**config.mk**
```make
export PLATFORM = sky130hd
export DESIGN_NAME = updown_counter
export DESIGN_NICKNAME = d
export VERILOG_FILES = /design/src/rtl/updown_counter.sv
export SDC_FILE = /design/constraint.sdc
export NUM_CORES = 1
export LEC_CHECK = 0
export ABC_AREA = 1
export CAP_MARGIN = 20
export CORE_UTILIZATION = 43
export DETAILED_ROUTE_END_ITERATION = 7
export PLACE_DENSITY = 0.84
export SYNTH_ARGS = -nofsm -noshare
export SYNTH_HDL_FRONTEND = slang
export SYNTH_SLANG_ARGS = --single-unit
```
**constraint.sdc**
```tcl
create_clock -name clk -period 1.5 [get_ports clk]
set_input_delay 0.225 -clock clk [delete_from_list [all_inputs] [get_ports clk]]
set_output_delay 0.225 -clock clk [all_outputs]
set_load 0.02 [all_outputs]
```
**src/rtl/updown_counter.sv**
```systemverilog
`default_nettype none
// -----------------------------------------------------------------------------
// updown_counter: loadable modulo-MODULUS up/down counter with terminal count,
// one-cycle wrap pulse and sticky wrapped flag.                   Rev 1.0
// -----------------------------------------------------------------------------
module updown_counter #(
  parameter int WIDTH   = 8,
  parameter int MODULUS = 256
) (
  input  logic             clk,
  input  logic             reset,
  input  logic             clear,
  input  logic             load,
  input  logic [WIDTH-1:0] load_value,
  input  logic             en,
  input  logic             up,
  output logic [WIDTH-1:0] count,
  output logic             tc,
  output logic             wrap,
  output logic             wrapped
);

  // MODULUS-1 always fits in WIDTH bits because MODULUS <= 2**WIDTH.
  localparam logic [WIDTH-1:0] MAX_COUNT = WIDTH'(MODULUS - 1);
  localparam logic [WIDTH-1:0] ONE       = WIDTH'(1);

  generate
    if (MODULUS < 2 || longint'(MODULUS) > (longint'(1) << WIDTH)) begin : g_bad_modulus
      $error("updown_counter: MODULUS must lie in 2..2**WIDTH");
    end
  endgenerate

  logic             at_max;
  logic             at_zero;
  logic             at_end;
  logic [WIDTH-1:0] load_clamped;

  assign at_max       = (count == MAX_COUNT);
  assign at_zero      = (count == '0);
  assign at_end       = up ? at_max : at_zero;
  assign load_clamped = (load_value > MAX_COUNT) ? MAX_COUNT : load_value;
  assign tc           = en & at_end;

  always_ff @(posedge clk or posedge reset) begin
    if (reset) begin
      count   <= '0;
      wrap    <= 1'b0;
      wrapped <= 1'b0;
    end else if (clear) begin
      count   <= '0;
      wrap    <= 1'b0;
      wrapped <= 1'b0;
    end else if (load) begin
      count <= load_clamped;
      wrap  <= 1'b0;
    end else if (en) begin
      if (at_end) begin
        count   <= up ? '0 : MAX_COUNT;
        wrap    <= 1'b1;
        wrapped <= 1'b1;
      end else begin
        count <= up ? (count + ONE) : (count - ONE);
        wrap  <= 1'b0;
      end
    end else begin
      wrap <= 1'b0;
    end
  end

endmodule
`default_nettype wire
```
# [After elaboration in Yosys (flattened, before gate mapping)]
# Cells that the tools add are included.
[word_totals] regBits=10 wordCells=30
[classes] add_sub_neg=2 n_lt_le_gt_ge=1 n_eq_ne=2 n_mux=16 bitwise=1 n_reduce_logical=5
[op_table] op="8-bit 2-to-1 mux" n=7
[op_table] op="1-bit 2-to-1 mux" n=9
[op_table] op="8-bit by 1-bit adder with 8-bit output (second input constant)" n=1
[op_table] op="8-bit == test (second input constant)" n=1
[op_table] op="8-bit > comparator (second input constant)" n=1
[op_table] op="8-bit zero test" n=1
[op_table] op="8-bit by 1-bit subtractor with 8-bit output (second input constant)" n=1
[op_table] op="2-bit nonzero test" n=2
[op_table] op="3-bit AND reduction" n=1
[op_table] op="3-bit nonzero test" n=1
[op_table] op="2-bit != test (second input constant)" n=1
[op_table] op="1-bit bitwise AND" n=1

# [Logic depth before layout (Yosys ltp)]
[logic_depth] word_depth=6 depth_mapped=13 mapped_depth_nobuf=13

# [Worst setup path after synthesis]
# OpenSTA, ideal clock, no wires.
[synth_timing] path_kind="reg-to-reg" from="register count[0]" to="register count[4]" setup_ps=117 arrival_time_ps=1601 slack_ps=-218 stages_incl_launch_ff=13 path_buffers=0 period_less_slack_ps=1718 cell_sequence="dfrtp_1 > inv_1 > fa_1 > inv_1 > nand2_1 > nand2_1 > nand2_1 > xor2_1 > nand2_1 > nand2_1 > nand2_1 > nand2_1 > nand2_1"
[synth_via] elab_chain_len=6 elab_cells_between_ends=10 cone_classes="add/sub (2); eq/ne (1); mux (6); reduce/logical (1)"
[synth_lines] element="from (decl)" line="17" text="output logic [WIDTH-1:0] count,"
[synth_lines] element="from (signal assigned)" line="54" text="count <= load_clamped;"
[synth_lines] element="from (signal assigned)" line="58" text="count <= up ? '0 : MAX_COUNT;"
[synth_lines] element="from (signal assigned)" line="62" text="count <= up ? (count + ONE) : (count - ONE);"
[synth_lines] element="8-bit by 1-bit subtractor with 8-bit output, or another cell as far along" line="62"
[synth_lines] element="8-bit 2-to-1 mux or 1-bit 2-to-1 mux (tied branches)" line="62, 40"
[synth_lines] element="8-bit 2-to-1 mux (*)" line="57" text="if (at_end) begin"
[synth_lines] element="8-bit 2-to-1 mux (*)" line="56" text="end else if (en) begin"
[synth_lines] element="8-bit 2-to-1 mux (*)" line="53" text="end else if (load) begin"
[synth_lines] element="8-bit 2-to-1 mux (*)" line="49" text="end else if (clear) begin"
# Mark *: on every way between the ends. The rest lies on a longest branch, timed or not. The select of a mux whose other input is x is not followed.
# A chain may end at the register's enable or synchronous reset.

# [Worst setup path in the final report]
[layout_timing] from="register count[1]" to="register count[4]"
# Same word-level chain as after synthesis.

==> summary.md <==
| Metric | Value |
|---|---|
| Final Worst Setup Slack | `-0.282 ns` |
| Max frequency | `561 MHz` |
| Avg WL per Cell | `16.7 µm` |
| Most frequent CP cell | `nand2_1` |
| Cell depth of the worst flop-to-flop path | `13` |
| Critical path type | `reg2reg` |
| Clock sinks | `10` |
| Die footprint | `2460 µm²` |
| Worst Hold Class | `in2async` |
| CTS hold repair buffers | `0` |
| Comb pwr share | `59.0%` |
| Die Wd | `49.6 µm` |
| Post-Syn Instances | `148` |
| Critical Path AT | `1.95 ns` |
| Total GRT Usage | `31.4%` |
| First-pass GRT wire length | `5.71 mm` |
| Placer congestion estimate | `0.866` |
| DP Wirelength | `2.26 mm` |
| Pint | `868 µW` |
| Antenna violations before repair | `0` |
| # IOs | `25` |
| Setup Skew | `0.00685 ns` |
| Die H | `49.6 µm` |
| RSZ-0062 raised after global routing | `yes` |
| DR pass1 iterations | `4` |
| Switching power | `597 µW` |
| Largest net degree at the start of global routing | `12` |
| Layout cells sized above 1 | `44.4%` |
| Commonest non-fill, non-tap cell in the layout | `nand2_1` |
| Wire length on met2 | `2.12 mm` |
| IO buf count | `24` |
| DR WL met3 | `270 µm` |
| Final Hold Viols | `0` |
| Final TNS setup | `-1.45 ns` |
| Critical-path maximum fanout | `4` |
| Via count | `1303` |
| DRC viols | `0` |
| Hold slack final | `0.234 ns` |
| Mapped Nets | `169` |
| LEAKAGE | `0.000895 µW` |
| Min Clock Period, post-route | `1.78 ns` |
| CTS H-tree lvls | `1` |
| Placeable Area | `2040 µm²` |
| Ys Warns | `0` |
| Outcome | `complete, but fails checks` |
| Worst vdd ir | `0.000546 V` |
| Top sig layer | `met4` |
| CTS buffer count | `3` |
| Seq pwr share | `23.2%` |
| Met1 WL | `1.52 mm` |
| Area occupied by multi-input gates | `783 µm²` |
| Cell Area, Synth | `972 µm²` |
| Worst-margin pin slew | `0.429 ns` |
| CP max stage delay | `0.39 ns` |
| Tcrit/Tclk final | `119%` |
| Critical path cell sequence | `buf_6 -> inv_4 -> fa_2 -> inv_2 -> nand2_2 -> nand2_2 -> nand2_2 -> xor2_1 -> nand2_1 -> nand2_1 -> nand2_1 -> nand2_1 -> nand2_1` |
| Critical path capture point type | `flop` |
| # Max-Cap Violations | `0` |
| Drt via density | `5.41` |
| CTS clk-pin slew, worst paths | `0.08 ns` |
| CTS tree | `built` |
| Placed instance area | `1510 µm²` |
| Synth-to-layout area growth | `80.6%` |
| Final slew viol count | `0` |
| Failing checks | `setup timing` |
| Startpoint class of the critical path | `flop` |
| Slowest-stage cell, CP | `fa_2` |
| Seq/Total Area, Yosys | `25.7%` |
| Vias in the first global route | `1315` |
| ANT nets after route | `0` |
| Fill cells | `111` |
| Overall routed net length | `4.03 mm` |
| Final setup fails | `7` |
| Ant diodes | `0` |
| Nets | `236` |
| Worst-case clock buffer depth | `2` |
| Clock Tree Root | `clkbuf_4` |
| Initial DRC Count | `56` |
| Worst EP required | `1.67 ns` |
| FP Rows | `16` |
| Initial core utilization | `47.6%` |
| Clk_lat worst skew | `0.28 ns` |
| Synth Register Bits | `10` |
| Most frequent cells in the layout | `47 x nand2_1, 30 x buf_4, 16 x inv_1, 14 x clkdlybuf4s50_1` |
| Slew Limit Headroom | `71.4%` |
| Switch share | `40.7%` |
| Synth cell types | `24` |
| Syn Area/Cell | `6.57 µm²` |
| Clock power share | `17.8%` |
| Finished Cell Area | `1760 µm²` |
| Register area | `259 µm²` |
| Grt total ovfl | `0` |
| PwrDens | `834 nW/µm²` |
worst max-delay path, delay by kind of cell (launching register included):
| family | cells | cell delay (ns) |
|---|---|---|
| buf+inv | 3 | 0.24 |
| simple gates | 8 | 0.47 |
| xor+xnor | 1 | 0.20 |
| flops | 1 | 0.38 |
| fa+ha+maj | 1 | 0.39 |
path summary, 6_finish.rpt:
check,end,slack (ns),start
setup / recovery,count[4],-0.28,count[1]
setup reg to reg,count[4],-0.28,count[1]
hold / removal,wrap,0.23,reset
min in group clk,wrapped,0.57,wrapped
max in group asynchronous,count[2],0.94,reset
hold reg to reg,wrapped,0.57,wrapped
cell usage after synthesis (all sizes together):
cell | n | area [µm²]
a21oi | 4 | 20.0
clkbuf | 1 | 7.51
dfrtp | 10 | 250
fa | 1 | 20.0
ha | 6 | 75.1
inv | 22 | 82.6
nand2 | 58 | 223
nand3 | 9 | 50.1
nand3b | 2 | 15.0
nand4 | 3 | 33.8
nor2 | 17 | 88.8
nor3 | 2 | 20.0
o21ai | 7 | 38.8
or2 | 2 | 12.5
xnor2 | 1 | 8.76
xor2 | 3 | 26.3
flip-flops by register name, summed over array words and instances (netlist names):
register  cells
wrapped       1
wrap          1
count         8
stage by stage:
step                      power (µW)  utilization (%)  worst slack (ns)  std cells
final                           1460             86.0            -0.282        241
after global routing            1530             86.0            -0.394        241
after CTS                       1340             82.4            -0.200        238
after detailed placement         991             74.1            -0.855        226
after global placement           970             74.1            -0.788        226
after floorplan                  699                -           -0.0431        148
cell type report:
type                       count  share of cell area, %
inverter                      22                   5.06
multi-input combinational    115                   44.6
timing repair buffer          63                   31.6
tap                           27                   1.92
sequential                    10                   14.8
clock buffer                   4                   2.07
power groups by stage:
stage	Clock, µW	Combinational (µW)	Sequential (µW)
global placement	0	638	332
floorplan	0	313	386
finish	261	863	340
global route	265	920	341
detailed placement	0	657	333
CTS	260	742	335
routing by layer:
metal / vias to the layer above / global-route usage [%]
li1: 593 / -
met3: 17 / 5.56
met1: 615 / 31.5
met4: 0 / 15.2
met5: - / 0
met2: 78 / 60.8
kinds of logic (layout without fill, tap and decap cells):
kind of cell / count (synthesis) / after routing / synth area share (%)
flops: 10 / 10 / 25.7
fa+ha+maj: 7 / 7 / 9.78
xor+xnor: 4 / 4 / 3.60
buf+inv: 23 / 89 / 9.27
simple gates: 93 / 93 / 45.6
compound gates: 11 / 11 / 6.05
timing repair:
item                       CTS  global route
pin swaps                   19            20
resized for setup           41            16
setup buffers                8             4
setup endpoints to repair   16             8
(Power assumes the default switching activity.)
